`src/rtl/modinv_top.sv`:
```
// Multi-cycle modular inverse: smallest x in [1,m-1] with (a*x) % m == 1.
// Reduces a mod m by subtraction, then walks candidates keeping a'*x mod m.
module modinv_top #(
    parameter int WIDTH = 8
) (
    input  logic             clk_i,
    input  logic             rst_ni,
    input  logic [WIDTH-1:0] data0_i,
    input  logic [WIDTH-1:0] data1_i,
    input  logic             in_valid_i,
    output logic             in_ready_o,
    output logic [WIDTH-1:0] result_o,
    output logic             error_o,
    output logic             out_valid_o,
    input  logic             out_ready_i
);

    typedef enum logic [1:0] {
        S_IDLE,
        S_REDUCE,
        S_SEARCH,
        S_DONE
    } state_t;

    state_t           r_state;
    logic [WIDTH-1:0] r_m;
    logic [WIDTH-1:0] r_acc;
    logic [WIDTH-1:0] r_x;
    logic [WIDTH-1:0] r_r;
    logic [WIDTH-1:0] r_result;
    logic             r_error;
    logic             r_out_valid;

    logic [WIDTH:0]   w_sum;
    logic [WIDTH:0]   w_sum_red;

    // r + a' needs one extra bit; both are below m, so one subtract wraps it
    assign w_sum     = {1'b0, r_r} + {1'b0, r_acc};
    assign w_sum_red = (w_sum >= {1'b0, r_m}) ? (w_sum - {1'b0, r_m}) : w_sum;

    assign in_ready_o  = (r_state == S_IDLE) && rst_ni;
    assign result_o    = r_result;
    assign error_o     = r_error;
    assign out_valid_o = r_out_valid;

    always_ff @(posedge clk_i) begin
        if (!rst_ni) begin
            r_state     <= S_IDLE;
            r_m         <= '0;
            r_acc       <= '0;
            r_x         <= '0;
            r_r         <= '0;
            r_result    <= '0;
            r_error     <= 1'b0;
            r_out_valid <= 1'b0;
        end else begin
            unique case (r_state)
                S_IDLE: begin
                    if (in_valid_i) begin
                        r_m   <= data1_i;
                        r_acc <= data0_i;
                        if (data1_i < WIDTH'(2)) begin
                            r_result    <= '0;
                            r_error     <= 1'b1;
                            r_out_valid <= 1'b1;
                            r_state     <= S_DONE;
                        end else begin
                            r_state <= S_REDUCE;
                        end
                    end
                end
                S_REDUCE: begin
                    if (r_acc >= r_m) begin
                        r_acc <= r_acc - r_m;
                    end else begin
                        r_x     <= WIDTH'(1);
                        r_r     <= r_acc;
                        r_state <= S_SEARCH;
                    end
                end
                S_SEARCH: begin
                    if (r_r == WIDTH'(1)) begin
                        r_result    <= r_x;
                        r_error     <= 1'b0;
                        r_out_valid <= 1'b1;
                        r_state     <= S_DONE;
                    end else if (r_x == (r_m - WIDTH'(1))) begin
                        r_result    <= '0;
                        r_error     <= 1'b1;
                        r_out_valid <= 1'b1;
                        r_state     <= S_DONE;
                    end else begin
                        r_x <= r_x + WIDTH'(1);
                        r_r <= w_sum_red[WIDTH-1:0];
                    end
                end
                S_DONE: begin
                    if (out_ready_i) begin
                        r_out_valid <= 1'b0;
                        r_state     <= S_IDLE;
                    end
                end
                default: r_state <= S_IDLE;
            endcase
        end
    end

endmodule

```
`config.mk`:
```
export PLATFORM = sky130hd
export DESIGN_NAME = modinv_top
export DESIGN_NICKNAME = d
export VERILOG_FILES = /design/src/rtl/modinv_top.sv
export SDC_FILE = /design/constraint.sdc
export NUM_CORES = 1
export LEC_CHECK = 0
export BUFFER_PORTS_ARGS = -buffer_cell sky130_fd_sc_hd__buf_2
export CAP_MARGIN = 25
export CORE_UTILIZATION = 54
export DETAILED_ROUTE_END_ITERATION = 6
export PLACE_DENSITY = 0.77
export SLEW_MARGIN = 15
export SYNTH_ARGS = -nofsm -noshare
export SYNTH_HDL_FRONTEND = slang
export SYNTH_SLANG_ARGS = --single-unit
```
`constraint.sdc`:
```
create_clock -name clk_i -period 3.4 [get_ports clk_i]
set_input_delay 0.17 -clock clk_i [delete_from_list [all_inputs] [get_ports clk_i]]
set_output_delay 0.17 -clock clk_i [all_outputs]
set_load 0.03 [all_outputs]
```
==> impl_metrics.env, run 1 <==
export IMPL_place_congestion=0.924
export IMPL_synth_edf_count=0
export IMPL_tightest_slew_ps=744
export IMPL_path_cells="ha_4 > fa_2 > a211oi_2 > buf_4 > buf_4 > buf_4 > buf_4 > buf_4 > buf_4 > buf_4 > buf_4 > buf_4 > o21bai_1 > a31o_1 > o21bai_4 > mux2_1 > a211o_1 > a21oi_2"
export IMPL_critPathSlowestCell="fa_2"
export IMPL_tns_ps=0
export IMPL_clock_path_buffers=2
export IMPL_whs_path_depth=3
export IMPL_grt_pass1_vias=3188
export IMPL_ant_nets=0
export IMPL_drive_gt1_frac=0.262
export IMPL_yosysTopAreaCell="dfxtp_1"
export IMPL_antenna_cells=0
export IMPL_yosysSeqAreaShare=0.266
export IMPL_cpMostUsedCell="buf_4"
export IMPL_seqCellArea_um2=888
export IMPL_grt_max_degree=26
export IMPL_synth_top_cells_by_area="dfxtp_1 27%, ha_1 12%, xnor2_1 4.5%"
export IMPL_start_kind="flip-flop"
export IMPL_period_share=0.988
export IMPL_ir_worst_vdd_uv=810
export IMPL_start_util=0.559
export IMPL_reg2reg_to="r_r[0]"
export IMPL_dp_slack_ps=-42.5
export IMPL_worst_ep_arrival_time_ps=3600
export IMPL_hold_violations=0
export IMPL_hp_class="primary input to flip-flop"
export IMPL_clkLatencyLatePin_ps=300
export IMPL_first_iter_violations=202
export IMPL_period_needed_ps=3360
export IMPL_synth_top_area_share=0.266
export IMPL_setup_viol=0
export IMPL_synth_distinct_cells=63
export IMPL_cp_depth=18
export IMPL_synth_area_um2=3310
export IMPL_cts_sinks=44
export IMPL_synth_nets=441
export IMPL_first_pass_iters=5
export IMPL_synth_seq_cells=44
export IMPL_dpl_hpwl_um=6460
export IMPL_holdPathEnd="r_m[0]"
export IMPL_reg2reg_from="r_r[0]"
export IMPL_cp_buffers_inverters=9
export IMPL_fmax_mhz=298
export IMPL_cts_hold_buf=0
export IMPL_cts_root_buf="clkbuf_8"
export IMPL_async_flop_share=0
export IMPL_maxCapViolations=0
export IMPL_synth_warnings=0
export IMPL_final_common_cell="dfxtp_1"
export IMPL_p_leak_nw=1.67
export IMPL_die_w_um=80.3
export IMPL_grt_pass1_wl_um=14900
export IMPL_critPathMaxStageDelay_ps=410
export IMPL_setup_ws_ps=42.5
export IMPL_die_y_um=80.3
export IMPL_critPathRequiredTime_ps=3640
export IMPL_max_slew_margin=0.497
export IMPL_gr_usage_all_layers=0.301
export IMPL_multi_input_area_um2=2340
export IMPL_cts_tree="yes"
export IMPL_cts_buffers_inserted=5
export IMPL_dr_total_vias=3249
export IMPL_rrSetupSlack_ps=40
export IMPL_cp_top_family="compound AO/OA/AOI/OAI gates"
export IMPL_status="finished clean"
export IMPL_cts_htree_levels=2
export IMPL_antenna_found_initial=0
export IMPL_syn_inst=387
export IMPL_fillers=493
export IMPL_synth_flop_cell="dfxtp_1"
export IMPL_avgSynthCellArea_um2=8.56
export IMPL_layout_common_cells="40 x dfxtp_1, 36 x nor2_1, 33 x buf_4"
export IMPL_area_growth_pct=18.9
export IMPL_pin_count=31
export IMPL_path_clk_slew_ps=90
export IMPL_place_inst=499
export IMPL_wirelength_um=9120
export IMPL_end_kind="flip-flop"
export IMPL_hold_path_startpoint="data1_i[0]"
export IMPL_layout_cells_non_filler=522
export IMPL_slew_viol_final=0
export IMPL_rr_worst_depth=18
export IMPL_die_area_um2=6450
export IMPL_crit_fanout=3
export IMPL_vias_per_cell=6.22
export IMPL_numPortBuffers=30
export IMPL_drc=0
export IMPL_grt_overflow_total=0
export IMPL_row_count=28
export IMPL_power_density_nw_per_um2=1220
export IMPL_coreArea_um2=5920
export IMPL_finClkSkew_ps=8.47
export IMPL_post_drt_wl_per_cell_um=17.5
export IMPL_critPathKind="flip-flop to flip-flop"
export IMPL_nets=500
-- synthesized netlist by cell type, drive strengths merged (3+ instances only) --
cell    count
a21o        5
o21bai      3
o211ai      4
xor2        7
o21a        5
nor2       37
buf         4
mux2i      11
nor4        4
xnor2      18
nor3        9
a21oi      33
and2        3
a211o       4
inv        21
o31ai       5
dfxtp      44
nand3      17
nand2b      3
or4         3
a211oi      9
nand2      28
ha         31
o21ai      17
or3         6
fa          3
a31oi       4
a22o        8
nor2b       3
clkbuf      8
and3        3
-- metrics by stage --
step	total power, W	util	hold WS (ps)	cell area (um^2)
2_1_floorplan	0.00321	-	317	3310
3_3_place_gp	0.00380	0.611	431	3620
3_5_place_dp	0.00388	0.611	436	3620
4_1_cts	0.00439	0.644	109	3810
5_1_grt	0.00515	0.665	121	3940
6_report	0.00480	0.665	110	3940
-- cell type report --
class | instances | share of cell area
clock inverter | 2 | 0.00985
tap | 75 | 0.0238
clock buffer | 6 | 0.0210
inverter | 22 | 0.0210
sequential | 44 | 0.226
timing repair buffer | 64 | 0.104
multi-input combinational | 309 | 0.595
-- state kept, by name (all words and copies together) (netlist names) --
name / flops
r_x: 8
r_acc: 8
r_state: 2
error_o: 1
out_valid_o: 1
r_m: 8
r_r: 8
result_o: 8
-- cells by family after synthesis --
group / Yosys count / synth area share
buffers and inverters: 34 / 0.0499
AND/OR/NAND/NOR: 122 / 0.184
adder cells (fa/ha/maj): 34 / 0.135
multiplexers: 12 / 0.0366
flip-flops: 44 / 0.266
AO/OA/AOI/OAI: 115 / 0.252
XOR/XNOR: 26 / 0.0756
-- per-layer routing --
metal / up-vias / share of wire / track usage / wire [um]
li1: 1527 / - / - / -
met1: 1574 / 0.41 / 0.348 / 3730
met2: 120 / 0.49 / 0.536 / 4500
met3: 28 / 0.062 / 0.0443 / 566
met5: - / 0 / 0 / 0
met4: 0 / 0.035 / 0.152 / 316
-- worst max path at each step --
stage | start | end
3_5_place_dp | r_r[0] | r_r[0]
2_1_floorplan | r_acc[0] | r_r[0]
4_1_cts | r_r[0] | r_r[0]
6_report | r_r[0] | r_r[0]
5_1_grt | r_r[0] | r_r[0]
3_3_place_gp | r_r[0] | r_r[0]
-- repair_timing --
action	CTS	global route
pin swaps	2	10
setup buffers	9	6
setup endpoints to repair	5	8
gates resized for setup	3	21
-- report_power, final --
group | leakage [nW] | switching (W) | internal [W]
combinational | 1.25 | 0.00195 | 0.00162
sequential | 0.361 | 0.000136 | 0.000647
clock | 0.0614 | 0.000200 | 0.000241
-- worst reg2reg max path: stages, from the launching register on --
cell and delay, ps:
dfxtp_4 370, ha_4 170, fa_2 410, a211oi_2 270, buf_4 160, buf_4 100, buf_4 90, buf_4 90
buf_4 110, buf_4 100, buf_4 90, buf_4 100, buf_4 100, o21bai_1 80, a31o_1 210, o21bai_4 180
mux2_1 310, a211o_1 260, a21oi_2 110
Power figures use the tool's default switching activity.
==> run 2, diff against run 1 <==
Settings changed: CORE_MARGIN from default to 1, CORE_UTILIZATION 54 to 60, PLACE_DENSITY 0.77 to 0.81.
Clock period 3.4 ns to 3.2 ns, I/O delays scaled along.
==> run 2 against run 1 <==
- the run now ends with negative setup slack left
- register-to-register slack got worse by 150 ps
- flip-flop and latch count unchanged
- critical path depth decreased by 4
==> impl_metrics.env, run 2 (synthesized netlist as in run 1, its figures left out) <==
export IMPL_nets=507
export IMPL_coreArea_um2=5200
export IMPL_p_clk_frac=0.086
export IMPL_fmax_mhz=302
export IMPL_dp_slack_ps=-136
export IMPL_place_area_um2=3770
export IMPL_hp_class="primary input to flip-flop"
export IMPL_die_y_um=76.3
export IMPL_total_power_w=0.00529
export IMPL_path_clk_slew_ps=90
export IMPL_tns_ps=-235
export IMPL_grt_pass1_vias=3038
export IMPL_cts_htree_levels=2
export IMPL_layout_common_cells="40 x dfxtp_1, 40 x buf_4, 37 x nor2_1"
export IMPL_first_iter_violations=196
export IMPL_start_kind="flip-flop"
export IMPL_cts_root_buf="clkbuf_8"
export IMPL_dr_total_vias=3216
export IMPL_setup_ws_ps=-108
export IMPL_gr_usage_all_layers=0.310
export IMPL_slew_viol_final=0
export IMPL_internal_power_w=0.00282
export IMPL_cts_tree="yes"
export IMPL_drc=0
export IMPL_ant_nets=0
export IMPL_p_comb_frac=0.757
export IMPL_critPathKind="flip-flop to flip-flop"
export IMPL_antenna_cells=0
export IMPL_post_drt_wl_per_cell_um=16.7
export IMPL_power_switching_w=0.00247
export IMPL_grtUsageMet2=0.507
export IMPL_period_share=1.03
export IMPL_row_count=26
export IMPL_numPortBuffers=30
export IMPL_crit_fanout=4
export IMPL_start_util=0.636
export IMPL_grt_overflow_total=0
export IMPL_path_cells="ha_1 > a211oi_2 > nor2_1 > o21a_1 > nor2_1 > xnor2_1 > ha_1 > nor3_1 > or3_1 > o21bai_1 > buf_4 > mux2_4 > a211o_1 > a21oi_2"
export IMPL_globalRouteMet1Util=0.415
export IMPL_power_density_nw_per_um2=1320
export IMPL_reg2reg_from="r_acc[1]"
export IMPL_grt_max_degree=25
export IMPL_period_needed_ps=3310
export IMPL_hold_violations=0
export IMPL_cp_top_family="compound AO/OA/AOI/OAI gates"
export IMPL_clkLatencyLatePin_ps=310
export IMPL_grt_busiest_layer="met2"
export IMPL_clock_path_buffers=2
export IMPL_rsz0062_at_grt="yes"
export IMPL_die_area_um2=5820
export IMPL_grtUsageMet3=0.0407
export IMPL_cp_buffers_inverters=1
export IMPL_grt_pass1_wl_um=14500
export IMPL_cts_hold_buf=0
export IMPL_setup_viol=4
export IMPL_finClkSkew_ps=4.26
export IMPL_max_slew_margin=0.637
export IMPL_cp_startpoint="r_acc[1]"
export IMPL_vias_per_cell=6.14
export IMPL_antenna_found_initial=0
export IMPL_die_w_um=76.3
export IMPL_tightest_slew_ps=539
export IMPL_critPathSlowestCell="or3_1"
export IMPL_area_growth_pct=20.9
export IMPL_switching_share=0.467
export IMPL_critPathMaxStageDelay_ps=390
export IMPL_fillers=393
export IMPL_first_pass_iters=5
export IMPL_dpl_hpwl_um=6590
export IMPL_worst_ep_arrival_time_ps=3540
export IMPL_wirelength_um=8740
export IMPL_hold_path_startpoint="data1_i[4]"
export IMPL_drive_gt1_frac=0.273
export IMPL_cts_sinks=44
export IMPL_maxCapViolations=0
export IMPL_cts_buffers_inserted=5
export IMPL_end_kind="flip-flop"
export IMPL_place_congestion=0.875
export IMPL_violations="negative setup slack"
export IMPL_status="finished with violations"
export IMPL_ir_worst_vdd_uv=802
export IMPL_seqPwrFrac=0.157
export IMPL_worst_hold_slack_ps=104
export IMPL_postLayoutCellArea_um2=4000
export IMPL_critPathRequiredTime_ps=3440
export IMPL_p_leak_nw=1.73
export IMPL_pin_count=31
-- run 2: cell count changes in the layout (fill, tap and decap cells not counted), sizes merged --
cell,previous run,this run
buf,64,71
clkbuf,6,5
clkinv,2,1
clkinvlp,0,1
inv,21,22
-- run 2: final cells by class --
class	count	area (um^2)	share of cell area
inverters	22	82.6	0.0206
multi-input cells	309	2360	0.589
repair buffers	71	470	0.117
clock buffers	5	68.8	0.0172
clock inverters	3	46.3	0.0116
well taps	70	87.6	0.0219
flip-flops and latches	44	888	0.222
-- run 2: power groups by stage --
stage	Sequential, W	Combinational, W	Clock, W
after floorplan	0.000830	0.00263	0
after global placement	0.000826	0.00358	0
after detailed placement	0.000833	0.00366	0
after CTS	0.000824	0.00382	0.000457
after global routing	0.000845	0.00432	0.000486
final	0.000831	0.00401	0.000456
-- run 2: metal layers --
metal	part of all wire	vias to the layer above
li1	-	1546
met1	0.46	1511
met2	0.45	135
met3	0.065	24
met4	0.024	0
met5	0	-
-- run 2: worst min-delay path: cells and delay by family --
kind            cells  cell delay (ps)
buf+inv             1              100
simple gates        1               60
compound gates      1               50
-- run 2: path summary, 6_finish.rpt --
path / cells past startpoint / end / slack (ps)
worst max-delay path: 14 / r_r[0] / -110
worst max register to register: 14 / r_r[0] / -110
worst min register to register: 1 / result_o[3] / 480
worst min-delay path: 3 / r_m[4] / 100
-- run 2: metrics by stage --
step / utilization / instances
floorplan: - / 387
global placement: 0.725 / 509
detailed placement: 0.725 / 509
CTS: 0.762 / 523
global route: 0.769 / 524
finish: 0.769 / 524
-- run 2: repair_timing --
action | CTS | global route
setup buffers | 6 | 1
setup endpoints to repair | 7 | 8
pin swaps | 16 | 10
resized for setup | 9 | 5
==> run 3, diff against run 2 <==
Settings changed: CORE_ASPECT_RATIO from default to 0.75.
==> run 3 against run 2 <==
- the flow still finishes with violations (negative setup slack)
- count of clock-buffer cells in the layout up 1
- power is 0.27% higher
- register-to-register slack hardly changed
- cell count fell by 0.38%
- die area barely moved
- clock skew increased by 6.6 ps
- flip-flop and latch count stayed put
- sequential power rose by 0.7%
- clock power is 2% higher
- utilization decreased by 2.0 points
- setup slack got worse by 14 ps
- highest routed layer unchanged
==> impl_metrics.env, run 3 (synthesized netlist as in run 1, its figures left out) <==
export IMPL_p_comb_frac=0.755
export IMPL_antenna_found_initial=0
export IMPL_globalRouteMet1Util=0.455
export IMPL_die_y_um=66.3
export IMPL_p_leak_nw=1.72
export IMPL_dpl_hpwl_um=6810
export IMPL_cp_top_family="compound AO/OA/AOI/OAI gates"
export IMPL_clock_path_buffers=2
export IMPL_place_inst=511
export IMPL_grt_pass1_vias=3174
export IMPL_cts_sinks=44
export IMPL_p_clk_frac=0.087
export IMPL_post_drt_wl_per_cell_um=18.5
export IMPL_cts_buffers_inserted=5
export IMPL_crit_fanout=3
export IMPL_numPortBuffers=30
export IMPL_period_needed_ps=3320
export IMPL_grt_busiest_layer="met2"
export IMPL_ant_nets=0
export IMPL_grt_overflow_total=0
export IMPL_finClkSkew_ps=10.8
export IMPL_place_congestion=0.928
export IMPL_hold_path_startpoint="data1_i[0]"
export IMPL_ir_worst_vdd_uv=647
export IMPL_antenna_cells=0
export IMPL_vias_per_cell=6.42
export IMPL_drive_gt1_frac=0.271
export IMPL_cts_hold_buf=0
export IMPL_status="finished with violations"
export IMPL_internal_power_w=0.00272
export IMPL_max_slew_margin=0.606
export IMPL_coreArea_um2=5320
export IMPL_path_cells="ha_2 > or3_4 > or2_2 > o221ai_4 > xnor2_2 > ha_1 > nand3_1 > o31ai_2 > a31o_1 > o21bai_4 > mux2_4 > a211o_1 > a21oi_2"
export IMPL_tns_ps=-333
export IMPL_nets=500
export IMPL_cp_startpoint="r_acc[4]"
export IMPL_dr_total_vias=3352
export IMPL_path_clk_slew_ps=90
export IMPL_row_count=23
export IMPL_fmax_mhz=301
export IMPL_grtUsageMet2=0.549
export IMPL_first_pass_iters=6
export IMPL_critPathRequiredTime_ps=3430
export IMPL_final_common_cell="dfxtp_1"
export IMPL_reg2reg_from="r_acc[4]"
export IMPL_grt_max_degree=26
export IMPL_worst_ep_arrival_time_ps=3550
export IMPL_grtUsageMet3=0.0824
export IMPL_cp_buffers_inverters=0
export IMPL_layout_cells_non_filler=522
export IMPL_clkLatencyLatePin_ps=310
export IMPL_cts_root_buf="clkbuf_8"
export IMPL_pin_count=31
export IMPL_area_growth_pct=20.5
export IMPL_grt_pass1_wl_um=15200
export IMPL_die_w_um=87.8
export IMPL_final_util=0.749
export IMPL_cts_tree="yes"
export IMPL_slew_viol_final=0
export IMPL_power_density_nw_per_um2=1330
export IMPL_cts_htree_levels=2
export IMPL_gr_usage_all_layers=0.349
export IMPL_start_kind="flip-flop"
export IMPL_period_share=1.04
export IMPL_critPathMaxStageDelay_ps=380
export IMPL_critPathSlowestCell="or3_4"
export IMPL_critPathKind="flip-flop to flip-flop"
export IMPL_wirelength_um=9640
export IMPL_rsz0062_at_grt="yes"
export IMPL_layout_common_cells="40 x dfxtp_1, 37 x nor2_1, 34 x buf_4"
export IMPL_first_iter_violations=291
export IMPL_setup_ws_ps=-122
export IMPL_start_util=0.622
export IMPL_violations="negative setup slack"
export IMPL_drc=0
export IMPL_hold_violations=0
export IMPL_hp_class="primary input to flip-flop"
export IMPL_end_kind="flip-flop"
export IMPL_maxCapViolations=0
export IMPL_tightest_slew_ps=589
export IMPL_seqPwrFrac=0.158
export IMPL_switching_share=0.487
export IMPL_die_area_um2=5820
export IMPL_power_switching_w=0.00259
export IMPL_setup_viol=5
run 3: cell types whose count changed in the layout (fill, tap and decap cells not counted), sizes merged:
| cell | delta |
|---|---|
| inv | -1 |
| buf | -7 |
| clkinvlp | -1 |
| clkbuf | +1 |
| clkinv | +1 |
run 3: power by group through the flow:
stage	logic, W	registers [W]	clock network, W
4_1_cts	0.00372	0.000826	0.000460
2_1_floorplan	0.00263	0.000830	0
6_report	0.00401	0.000837	0.000465
5_1_grt	0.00430	0.000847	0.000490
3_5_place_dp	0.00346	0.000835	0
3_3_place_gp	0.00336	0.000826	0
run 3: what timing repair did:
item | in CTS | in global routing
buffers inserted | 2 | 1
endpoints found under the setup margin | 6 | 8
gates resized for setup | 14 | 6
pin swaps | 10 | 2
run 3: final cells by class:
type / instances / area, um^2
fillers: 362 / 1330
clock inverters: 2 / 38.8
well taps: 75 / 93.8
inverters: 22 / 82.6
flip-flops and latches: 44 / 888
repair buffers: 64 / 405
multi-input cells: 309 / 2400
clock buffers: 6 / 82.6
run 3: per-layer routing:
metal	wire length, um	up-vias
met2	4290	196
met1	4130	1570
met4	336	0
li1	-	1535
met5	0	-
met3	881	51
run 3: through the flow:
step           hold WS, ps  instance area (um^2)  power [W]  setup WS [ps]
6_report              99.9                  3990    0.00531           -122
5_1_grt                106                  3990    0.00563           -213
4_1_cts                104                  3950    0.00500          -53.0
3_5_place_dp           426                  3750    0.00430           -176
3_3_place_gp           423                  3750    0.00419          -48.6
2_1_floorplan          307                  3350    0.00346          -18.6
run 3: final timing paths:
check	endpoint	slack, ps	depth (start not counted)
setup / recovery	r_r[0]	-120	13
hold reg to reg	result_o[5]	480	1
setup reg to reg	r_r[0]	-120	13
hold / removal	r_m[0]	100	3
run 3: tightest hold or removal path: cells and delay by family:
kind,cells,cell delay (ps)
buffers and inverters,1,100
AND/OR/NAND/NOR,1,60
AO/OA/AOI/OAI,1,50
